## src/rtl/uart_alu_ctrl.sv

```systemverilog
// Frame sequencer between uart_rx/uart_tx and a combinational ALU: collects A, B and opcode,
// hands the ALU result to the transmitter. Optional inter-byte timeout: UART_CTRL_TIMEOUT_EN.
module uart_alu_ctrl #(
    parameter int NB_DATA        = 8,
    parameter int NB_OP          = 6,
    parameter int TIMEOUT_CYCLES = 1000000
) (
    input  logic               i_clk,
    input  logic               i_reset_n,
    input  logic [NB_DATA-1:0] i_rx_data,
    input  logic               i_rx_done,
    input  logic [NB_DATA-1:0] i_alu_result,
    input  logic               i_tx_done,
    output logic [NB_DATA-1:0] o_alu_a,
    output logic [NB_DATA-1:0] o_alu_b,
    output logic [NB_OP-1:0]   o_alu_op,
    output logic [NB_DATA-1:0] o_tx_data,
    output logic               o_tx_start,
    output logic               o_busy,
    output logic               o_overrun,
    output logic               o_timeout
);

    // state   | meaning
    // WAIT_A  | idle, next byte is operand A
    // WAIT_B  | next byte is operand B
    // WAIT_OP | next byte is the opcode
    // EXEC    | one cycle: ALU result captured, transmit started
    // WAIT_TX | waiting for the transmitter to finish
    typedef enum logic [2:0] {
        WAIT_A  = 3'd0,
        WAIT_B  = 3'd1,
        WAIT_OP = 3'd2,
        EXEC    = 3'd3,
        WAIT_TX = 3'd4
    } state_t;

    state_t             state_q, state_d;
    logic [NB_DATA-1:0] alu_a_q, alu_a_d;
    logic [NB_DATA-1:0] alu_b_q, alu_b_d;
    logic [NB_OP-1:0]   alu_op_q, alu_op_d;
    logic [NB_DATA-1:0] tx_data_q, tx_data_d;
    logic               tx_start_q, tx_start_d;
    logic               busy_q, busy_d;
    logic               overrun_q, overrun_d;
    logic               timeout_q, timeout_d;
    logic               expire_w;

    // Upper byte bits carry no opcode information.
    logic rx_hi_unused;
    assign rx_hi_unused = ^i_rx_data[NB_DATA-1:NB_OP];

`ifdef UART_CTRL_TIMEOUT_EN
    localparam int CNT_W = (TIMEOUT_CYCLES > 1) ? $clog2(TIMEOUT_CYCLES) : 1;
    localparam logic [CNT_W-1:0] CNT_LAST = CNT_W'(TIMEOUT_CYCLES - 1);

    logic [CNT_W-1:0] cnt_q, cnt_d;
    logic             in_partial_w;

    assign in_partial_w = (state_q == WAIT_B) || (state_q == WAIT_OP);
    assign expire_w     = in_partial_w && (cnt_q == CNT_LAST);

    always_comb begin
        cnt_d = cnt_q + 1'b1;
        if (i_rx_done || !in_partial_w || expire_w) begin
            cnt_d = '0;
        end
    end

    always_ff @(posedge i_clk or negedge i_reset_n) begin
        if (!i_reset_n) begin
            cnt_q <= '0;
        end else begin
            cnt_q <= cnt_d;
        end
    end
`else
    logic timeout_unused;
    assign timeout_unused = (TIMEOUT_CYCLES == 0);
    assign expire_w       = 1'b0;
`endif

    always_comb begin
        state_d    = state_q;
        alu_a_d    = alu_a_q;
        alu_b_d    = alu_b_q;
        alu_op_d   = alu_op_q;
        tx_data_d  = tx_data_q;
        tx_start_d = 1'b0;
        overrun_d  = 1'b0;
        timeout_d  = 1'b0;
        case (state_q)
            WAIT_A: begin
                if (i_rx_done) begin
                    alu_a_d = i_rx_data;
                    state_d = WAIT_B;
                end
            end
            WAIT_B: begin
                if (i_rx_done) begin
                    alu_b_d = i_rx_data;
                    state_d = WAIT_OP;
                end else if (expire_w) begin
                    timeout_d = 1'b1;
                    state_d   = WAIT_A;
                end
            end
            WAIT_OP: begin
                if (i_rx_done) begin
                    alu_op_d = i_rx_data[NB_OP-1:0];
                    state_d  = EXEC;
                end else if (expire_w) begin
                    timeout_d = 1'b1;
                    state_d   = WAIT_A;
                end
            end
            EXEC: begin
                tx_data_d  = i_alu_result;
                tx_start_d = 1'b1;
                overrun_d  = i_rx_done;
                state_d    = WAIT_TX;
            end
            WAIT_TX: begin
                // A byte arriving here is dropped even if tx_done frees us this cycle.
                overrun_d = i_rx_done;
                if (i_tx_done) begin
                    state_d = WAIT_A;
                end
            end
            default: begin
                state_d = WAIT_A;
            end
        endcase
        busy_d = (state_d != WAIT_A);
    end

    always_ff @(posedge i_clk or negedge i_reset_n) begin
        if (!i_reset_n) begin
            state_q    <= WAIT_A;
            alu_a_q    <= '0;
            alu_b_q    <= '0;
            alu_op_q   <= '0;
            tx_data_q  <= '0;
            tx_start_q <= 1'b0;
            busy_q     <= 1'b0;
            overrun_q  <= 1'b0;
            timeout_q  <= 1'b0;
        end else begin
            state_q    <= state_d;
            alu_a_q    <= alu_a_d;
            alu_b_q    <= alu_b_d;
            alu_op_q   <= alu_op_d;
            tx_data_q  <= tx_data_d;
            tx_start_q <= tx_start_d;
            busy_q     <= busy_d;
            overrun_q  <= overrun_d;
            timeout_q  <= timeout_d;
        end
    end

    assign o_alu_a    = alu_a_q;
    assign o_alu_b    = alu_b_q;
    assign o_alu_op   = alu_op_q;
    assign o_tx_data  = tx_data_q;
    assign o_tx_start = tx_start_q;
    assign o_busy     = busy_q;
    assign o_overrun  = overrun_q;
    assign o_timeout  = timeout_q;

endmodule

```

## config.mk

```make
export PLATFORM = sky130hd
export DESIGN_NAME = uart_alu_ctrl
export DESIGN_NICKNAME = d
export VERILOG_FILES = /design/src/rtl/uart_alu_ctrl.sv
export SDC_FILE = /design/constraint.sdc
export NUM_CORES = 1
export LEC_CHECK = 0
export ABC_AREA = 1
export CAP_MARGIN = 20
export CORE_MARGIN = 3
export CORE_UTILIZATION = 35
export DETAILED_ROUTE_END_ITERATION = 10
export GPL_ROUTABILITY_DRIVEN = 0
export PLACE_DENSITY = 0.72
export SLEW_MARGIN = 10
export SYNTH_ARGS = -nofsm -noshare
export SYNTH_HDL_FRONTEND = slang
export SYNTH_SLANG_ARGS = --single-unit
```

## constraint.sdc

```tcl
create_clock -name i_clk -period 1 [get_ports i_clk]
set_input_delay 0.2 -clock i_clk [delete_from_list [all_inputs] [get_ports i_clk]]
set_output_delay 0.2 -clock i_clk [all_outputs]
set_load 0.03 [all_outputs]
```

==> results of run 1 <==
[layer usage]
metal  GRT usage, %  vias to the layer above  share of wire (%)
li1               -                      624                  -
met1           18.7                      567                 42
met2           22.8                       41                 48
met3           7.24                        5                9.0
met4           4.38                        0                1.0
met5              0                        -                  0
[final timing paths]
check / startpoint / to / slack, ns / cells after the start
max: state_q[0] / o_alu_b[0] / -0.14 / 7
min: i_rx_done / o_overrun / 0.32 / 4
max reg2reg: state_q[0] / o_alu_b[0] / -0.14 / 7
min in group asynchronous: i_reset_n / o_alu_b[3] / 0.35 / 2
min reg2reg: o_alu_op[2] / o_alu_op[2] / 0.50 / 2
max in group asynchronous: i_reset_n / state_q[1] / 0.50 / 2
[metrics by stage]
stage                     utilization [%]  power, mW  area [um^2]  worst slack [ns]  std cells
after floorplan                         -       5.09         1500           -0.0762        146
after CTS                            62.0       8.52         2390            -0.124        269
after detailed placement             55.0       6.78         2120            -0.380        256
after global placement               55.0       6.71         2120            -0.369        256
after global routing                 66.8       9.64         2570            -0.187        282
final                                66.8       9.09         2570            -0.137        282
[timing repair]
| action | CTS | global route |
|---|---|---|
| setup endpoints to repair | 66 | 68 |
| cloned | 0 | 1 |
| pin swaps | 2 | 4 |
| resized for setup | 37 | 25 |
| buffers inserted | 5 | 12 |
| hold buffers | 0 | 0 |
[power by group]
group	internal [mW]	total [mW]	leakage, nW	switching, mW
logic	2.61	5.38	0.809	2.77
registers	2.14	2.67	0.448	0.530
clock network	0.562	1.04	0.0455	0.480
total	5.31	9.09	1.30	3.78
[state kept, by name, indices dropped and copies added (netlist names)]
register and count:
state_q 3, o_alu_op 6, o_overrun 1, o_busy 1, o_alu_a 8, o_alu_b 8
o_tx_start 1, o_tx_data 8
[worst max-delay path, cell delays in order, from the launching register on]
cell and delay, ns:
dfrtp_1 0.39, inv_1 0.06, nor2_2 0.13, buf_4 0.13
nand2_4 0.06, buf_12 0.15, nand2_2 0.06, o21ai_2 0.04
[cells in the final DEF, fill, tap and decap left out]
cell type / n
nor2_2: 3
nand2_4: 4
nand3_1: 2
conb_1: 1
nand3_2: 2
inv_1: 13
buf_12: 5
clkbuf_16: 1
o21ai_0: 2
inv_4: 1
dfrtp_1: 35
clkbuf_8: 6
buf_4: 25
buf_6: 35
clkdlybuf4s50_1: 18
nand2_2: 16
nand2_1: 35
a21oi_2: 1
clkbuf_1: 2
dfrtp_2: 1
nor2_4: 2
inv_2: 1
dlymetal6s2s_1: 1
o21ai_2: 22
[cells by family after synthesis]
logic type	after synthesis	synth area share, %
AND/OR/NAND/NOR	64	17.3
flip-flops	36	61.0
AO/OA/AOI/OAI	25	14.1
buffers and inverters	20	7.37
other	1	0.254
[area by class of cell]
| class | instances | area (um^2) |
|---|---|---|
| clock buffers | 8 | 90.1 |
| fillers | 301 | 1280 |
| inverters | 15 | 58.8 |
| multi-input cells | 90 | 563 |
| flip-flops and latches | 36 | 902 |
| well taps | 48 | 60.1 |
| repair buffers | 85 | 900 |
==> results.md, run 1 <==
* Mapped cell area at 1480 um^2
* Die Span Y at 71.0 um
* Asr flop ratio synth at 100%
* Ant diodes at 0
* Post-layout min period at 1.14 ns
* Clk root buf: clkbuf_8
* EDFF count, synth at 0
* Fin crit share at 114%
* Initial antenna violation count at 0
* Synth area leaders: dfrtp_1 (61%), nand2_1 (13%), o21ai_2 (13%), inv_1 (3.6%), buf_6 (3.1%)
* Max cap viols at 0
* Critical path capture point type: flop
* Worst setup SP type: flop
* GRT Total Usage at 14.9%
* Die width at 71.0 um
* DRC Markers at 0
* WP data arrival at 1.30 ns
* Routed len/inst at 12.6 um
* Syn avg cell area at 10.1 um^2
* Worst-Skew Late Latency at 0.28 ns
* Initial Utilization at 38.3%
* Vias in the first global route at 1,213
* Post-synth top cells: nand2_1 (52), dfrtp_1 (36), o21ai_2 (22)
* Core box area at 3850 um^2
* Largest vdd supply drop at 2200 uV
* Total global routing overflow at 0
* RSZ-0062 raised after global routing: yes
* Share of cells above drive strength 1 at 53.4%
* Fin. max-slew vios at 0
* I/O pins at 54
* Tightest Hold Check Type: primary input to flop
* Power per cell area at 3530 nW/um^2
* Fin Hold WS at 0.323 ns
* Synth top area share at 61.0%
* Number of H-tree levels at 2
* FMAX at 879 MHz
* Via/cell ratio at 4.39
* First-pass GRT wire length at 5.84 mm
* Reg clk slew, reported paths at 0.07 ns
* Kind of critical path: flop to flop
* Register area share after synthesis at 61.0%
* Yosys warns at 0
* Seq cells post-synth at 36
* Syn_nets at 166
* CTS tree: done
* Setup TNS at -3.45 ns
* Setup violators final at 63
* Worst clock skew at 0.00700 ns
* Final Hold Viols at 0
* Failing checks: negative setup slack
* Cell Rows at 22
* Via count at 1,237
* Worst Slack Setup Final at -0.137 ns
* Critical-path maximum fanout at 8
* Yosys cell types at 14
* Most common cell in the netlist: nand2_1
* DIE AREA at 5030 um^2
* Total CTS buffers at 5
* Drt first pass iters at 4
* Leak pwr at 1.30 nW
* WP data required at 1.17 ns
* Final wirelength at 3.55 mm
* Largest area contributor in the netlist: dfrtp_1
* HPWL reported at the end of detailed placement at 2.40 mm
* Layout area overhead at 74.3%
* Cell count after synthesis at 146
* IO Port Bufs at 52
* Largest net degree at the start of global routing at 19
* Fin nets at 253
* Outcome: complete, but fails checks
* Main synth FF type: dfrtp_1
* Final ANT Viol Nets at 0
* Drt initial violations at 32
* Max clock buf depth at 2
* Clock Sinks at 36
No activity file was read; power rests on OpenSTA's default activity.
==> inputs of run 2 (changes only) <==
- REMOVE_ABC_BUFFERS: unset -> 1
==> run 2 against run 1 <==
  * The flow still finishes with violations (negative setup slack)
  * Cell count is 0.35% lower
  * Routed wire length rose by 7.1%
  * Power is 3.9% higher
  * Critical path type unchanged
  * Die area did not move
  * Non-clock buffer count fell by 1
  * Maximum frequency grew 2.8%
  * Clock power hardly changed
  * Worst setup slack gained 0.030 ns
==> results.md, run 2 (synthesis gave the netlist of run 1 again) <==
* Outcome: complete, but fails checks
* Failing checks: negative setup slack
* RSZ-0062 raised after global routing: yes
* IO Port Bufs at 52 (unchanged)
* DRC Markers at 0 (unchanged)
* Largest net degree at the start of global routing at 37 (+18)
* Cell Rows at 22 (unchanged)
* WP data arrival at 1.28 ns (-0.02 ns)
* Final wirelength at 3.80 mm (+7.1%)
* Setup TNS at -3.40 ns (+0.0581 ns)
* Clock Sinks at 36 (unchanged)
* Largest vdd supply drop at 1470 uV (-33%)
* Combinational power share at 59.9% (+0.7 points)
* First-pass GRT wire length at 5.54 mm (-5.2%)
* HPWL reported at the end of detailed placement at 2.17 mm (-9.5%)
* GRT Total Usage at 14.1% (-0.80 points)
* Reg clk slew, reported paths at 0.07 ns (about the same)
* Fin nets at 252 (-0.40%)
* Drt first pass iters at 4 (unchanged)
* Placed cell area at 2040 um^2 (-3.6%)
* CTS tree: done
* Power per cell area at 3580 nW/um^2 (+1.4%)
* Fin util at 68.4% (+1.7 points)
* Layout area overhead at 78.6%
* Final ANT Viol Nets at 0 (unchanged)
* Worst clock skew at 0.00245 ns (-0.00454 ns)
* Tightest Hold Check Type: primary input to async pin
* Sequential share of power at 28.8% (-0.5 points)
* Total Power at 9.45 mW (+3.9%)
* Switching portion of total power at 42.3% (+0.67 points)
* Fin crit share at 111% (-3.0 points)
* Worst setup SP type: flop
* Die Span Y at 71.0 um (unchanged)
* Post-layout min period at 1.11 ns (-0.0304 ns)
* Clock Power Share at 11.3% (-0.2 points)
* Share of cells above drive strength 1 at 59.7% (+6.2 points)
* Design area at 2640 um^2 (+2.5%)
* Via count at 1,294 (+4.6%)
* Initial Utilization at 38.3% (unchanged)
* Placement Setup Slack at -0.432 ns (-0.0517 ns)
* Setup violators final at 64 (+1.6%)
* Vias in the first global route at 1,163 (-4.1%)
* Leak pwr at 1.31 nW (+0.91%)
* Critical-path maximum fanout at 6 (-2)
* Core box area at 3850 um^2 (unchanged)
* Kind of critical path: flop to flop
* Worst Slack Setup Final at -0.107 ns (+0.0304 ns)
* I/O pins at 54 (unchanged)
* FMAX at 904 MHz (+2.8%)
* Fin. max-slew vios at 0 (unchanged)
* Max cap viols at 0 (unchanged)
* Initial antenna violation count at 0 (unchanged)
* Ant diodes at 0 (unchanged)
* Die width at 71.0 um (unchanged)
* Total global routing overflow at 0 (unchanged)
* DIE AREA at 5030 um^2 (unchanged)
* Total CTS buffers at 5 (unchanged)
* Drt initial violations at 84 (+160%)
* Worst-Skew Late Latency at 0.29 ns (about the same)
* Commonest non-fill, non-tap cell in the layout: buf_6
* Number of H-tree levels at 2 (unchanged)
* Clk root buf: clkbuf_8
* Critical path capture point type: flop
* Final Hold Viols at 0 (unchanged)
* Routed len/inst at 13.5 um (+7.4%)
* Internal power at 5.45 mW (+2.7%)
* Max clock buf depth at 2 (unchanged)
* Commonest non-fill, non-tap cells in the layout: buf_6 (36), dfrtp_1 (34), nand2_1 (26)
* Via/cell ratio at 4.60 (+5.0%)
* WP data required at 1.18 ns (about the same)
* Psw at 4.00 mW (+5.6%)
==> run 2: worst max-delay path, cell delays in order (launching register included) <==
cell	delay, ns
dfrtp_1	0.43
nor2_4	0.18
nand3_4	0.12
buf_8	0.16
nand2_2	0.06
o21ai_2	0.05
==> run 2: power groups by stage <==
| stage | clock [mW] | sequential, mW | combinational [mW] |
|---|---|---|---|
| 6_report | 1.07 | 2.72 | 5.66 |
| 5_1_grt | 1.14 | 2.79 | 6.03 |
| 4_1_cts | 1.08 | 2.64 | 4.84 |
| 3_5_place_dp | 0 | 2.53 | 4.07 |
| 3_3_place_gp | 0 | 2.55 | 4.01 |
| 2_1_floorplan | 0 | 3.73 | 1.17 |
==> run 2: stage by stage <==
stage | hold slack [ns] | std cells
after floorplan | -0.0956 | 141
after global placement | 0.176 | 251
after detailed placement | 0.179 | 251
after CTS | 0.412 | 269
after global routing | 0.422 | 281
final | 0.404 | 281
==> run 2: final cells by class <==
type	count	area (um^2)
repair buffers	84	910
clock buffers	8	90.1
multi-input cells	90	617
fillers	285	1220
well taps	48	60.1
flip-flops and latches	36	903
inverters	15	57.6
==> run 2: worst paths after layout <==
path,from,end,slack (ns),depth (start not counted)
worst max-delay path,state_q[0],o_alu_op[1],-0.11,5
worst max register to register,state_q[0],o_alu_op[1],-0.11,5
max in group asynchronous,i_reset_n,state_q[1],0.41,3
min in group i_clk,i_alu_result[6],o_tx_data[6],0.45,3
worst min-delay path,i_reset_n,o_overrun,0.40,3
worst min register to register,o_tx_data[5],o_tx_data[5],0.51,2
==> run 2: per-layer routing <==
layer,GRT usage (%),wire length (um)
met1,19.5,1640
met2,20.3,1850
met3,4.26,256
met4,6.26,58
met5,0,0
==> run 2: timing repair <==
item	4_1_cts	5_1_grt
endpoints found under the setup margin	67	68
setup buffers	8	10
pin swaps	3	12
resized for setup	53	43
endpoints found under the hold margin	36	0
gates cloned	1	2
hold buffers	1	0
==> inputs of run 3 (changes only) <==
- CORE_UTILIZATION: 35 -> 39
- PLACE_DENSITY: 0.72 -> 0.78
==> run 3 against run 2 <==
  * The run still ends with negative setup slack left
  * First-iteration DRC count is 44% lower
  * Register-to-register slack worse by 0.10 ns
  * Sequential share of layout area is 0.16 points higher
  * Sequential power hardly changed
  * Maximum frequency is 8.3% lower
  * Worst setup slack worse by 0.10 ns
  * Clock skew is 0.0079 ns higher
  * Die area is 9.4% lower
  * Routed wire length is 19% higher
  * Utilization is 6.6 points higher
  * Hold slack worse by 0.13 ns
  * Count of clock-buffer cells in the layout is 2 lower
  * Critical path type unchanged
==> results.md, run 3 (synthesis gave the netlist of run 1 again) <==
* Outcome: complete, but fails checks
* Failing checks: negative setup slack
* Setup TNS at -5.34 ns (-1.95 ns)
* Number of H-tree levels at 2 (unchanged)
* Final Hold Viols at 0 (unchanged)
* Max clock buf depth at 2 (unchanged)
* Fin Hold WS at 0.279 ns (-0.125 ns)
* CTS tree: done
* Total global routing overflow at 0 (unchanged)
* Post-layout min period at 1.21 ns (+0.100 ns)
* Initial Utilization at 42.2% (+3.9 points)
* Largest net degree at the start of global routing at 37 (unchanged)
* Reg clk slew, reported paths at 0.08 ns (about the same)
* Routed len/inst at 15.9 um (+18%)
* FMAX at 828 MHz (-8.3%)
* Drt first pass iters at 4 (unchanged)
* Ant diodes at 0 (unchanged)
* HPWL reported at the end of detailed placement at 2.58 mm (+19%)
* Fin nets at 256 (+1.6%)
* Die Span Y at 67.5 um (-4.8%)
* Via/cell ratio at 4.71 (+2.3%)
* Total CTS buffers at 5 (unchanged)
* Critical path capture point type: flop
* Cell Count, Final, Fillers Out at 283 (+0.71%)
* WP data required at 1.21 ns (+0.03 ns)
* WP data arrival at 1.42 ns (+0.14 ns)
* Via count at 1,333 (+3.0%)
* Fin. max-slew vios at 0 (unchanged)
* Commonest non-fill, non-tap cells in the layout: buf_6 (37), dfrtp_1 (35), nand2_1 (32)
* Drt initial violations at 47 (-44%)
* Worst R2R Setup Slack at -0.21 ns (-0.10 ns)
* Kind of critical path: flop to flop
* Worst Slack Setup Final at -0.207 ns (-0.100 ns)
* Worst Setup SP: state_q[2]
* Max cap viols at 0 (unchanged)
* Final ANT Viol Nets at 0 (unchanged)
* Placed cell area at 2060 um^2 (+0.98%)
* Critical-path maximum fanout at 17 (+11)
* Share of cells above drive strength 1 at 57.4% (-2.3 points)
* Initial antenna violation count at 0 (unchanged)
* RSZ-0062 raised after global routing: yes
* Placement Setup Slack at -0.417 ns (+0.0144 ns)
* GRT Total Usage at 20.6% (+6.5 points)
* Clk root buf: clkbuf_8
* DRC Markers at 0 (unchanged)
* Worst clock skew at 0.0103 ns (+0.00789 ns)
* Reg-to-reg startpoint: state_q[2]
* Largest vdd supply drop at 1980 uV (+34%)
* Commonest non-fill, non-tap cell in the layout: buf_6
* Power per cell area at 3740 nW/um^2 (+4.5%)
* IO Port Bufs at 52 (unchanged)
* Fin crit share at 121% (+10 points)
* Setup violators final at 66 (+3.1%)
* Die width at 67.5 um (-4.8%)
* Cell Rows at 21 (-4.5%)
* Core box area at 3490 um^2 (-9.3%)
* I/O pins at 54 (unchanged)
* First-pass GRT wire length at 6.68 mm (+21%)
* Design area at 2620 um^2 (-0.62%)
* Tightest Hold Check Type: primary input to async pin
* Vias in the first global route at 1,415 (+22%)
* Worst setup SP type: flop
* Layout area overhead at 77.5%
* Placed insts at 253 (+0.80%)
* Worst-Skew Late Latency at 0.29 ns (about the same)
* Clock Sinks at 36 (unchanged)
* DIE AREA at 4560 um^2 (-9.4%)
* Leak pwr at 1.32 nW (+0.67%)
* Final wirelength at 4.51 mm (+19%)
[run 3: timing repair]
| action | CTS | global route |
|---|---|---|
| endpoints found under the hold margin | 0 | 0 |
| cloned | 1 | 0 |
| setup buffers | 12 | 9 |
| gates resized for setup | 61 | 23 |
| hold buffers | 0 | 0 |
| setup endpoints to repair | 68 | 68 |
| pin swaps | 5 | 7 |
[run 3: path summary, 6_finish.rpt]
| kind | cells past startpoint | to |
|---|---|---|
| hold / removal | 2 | o_alu_a[5] |
| hold reg to reg | 2 | o_alu_op[5] |
| setup / recovery | 6 | o_alu_b[5] |
| min in group i_clk | 3 | o_tx_data[2] |
| setup reg to reg | 6 | o_alu_b[5] |
| max in group asynchronous | 2 | state_q[1] |
[run 3: final cells by class]
| class | count | area, um^2 |
|---|---|---|
| clock buffer | 6 | 72.6 |
| clock inverter | 2 | 35.0 |
| fill | 215 | 873 |
| inverter | 15 | 57.6 |
| multi-input combinational | 90 | 579 |
| sequential | 36 | 902 |
| tap | 46 | 57.6 |
| timing repair buffer | 88 | 917 |
[run 3: per-layer routing]
| metal | up-vias | track usage [%] | part of all wire (%) |
|---|---|---|---|
| met2 | 41 | 35.7 | 56 |
| met3 | 13 | 4.33 | 4.0 |
| met1 | 650 | 23.9 | 37 |
| met4 | 0 | 9.87 | 2.9 |
| met5 | - | 0 | 0 |
| li1 | 629 | - | - |
[run 3: stage by stage]
| stage | utilization (%) | power (mW) |
|---|---|---|
| 5_1_grt | 75.0 | 10.3 |
| 2_1_floorplan | - | 4.91 |
| 3_5_place_dp | 59.0 | 6.71 |
| 3_3_place_gp | 59.0 | 6.55 |
| 4_1_cts | 71.1 | 9.13 |
| 6_report | 75.0 | 9.81 |
[run 3: critical path, stage by stage (launching register included)]
cell and delay (ns):
dfrtp_1 0.41, buf_6 0.14, nor2_4 0.12, nand2_2 0.08
buf_12 0.16, buf_4 0.14, o21ai_2 0.09
[run 3: where the power goes]
part	total, mW	internal [mW]	switching [mW]
logic	5.85	2.78	3.07
clock network	1.27	0.740	0.530
registers	2.69	2.14	0.557
total	9.81	5.65	4.16
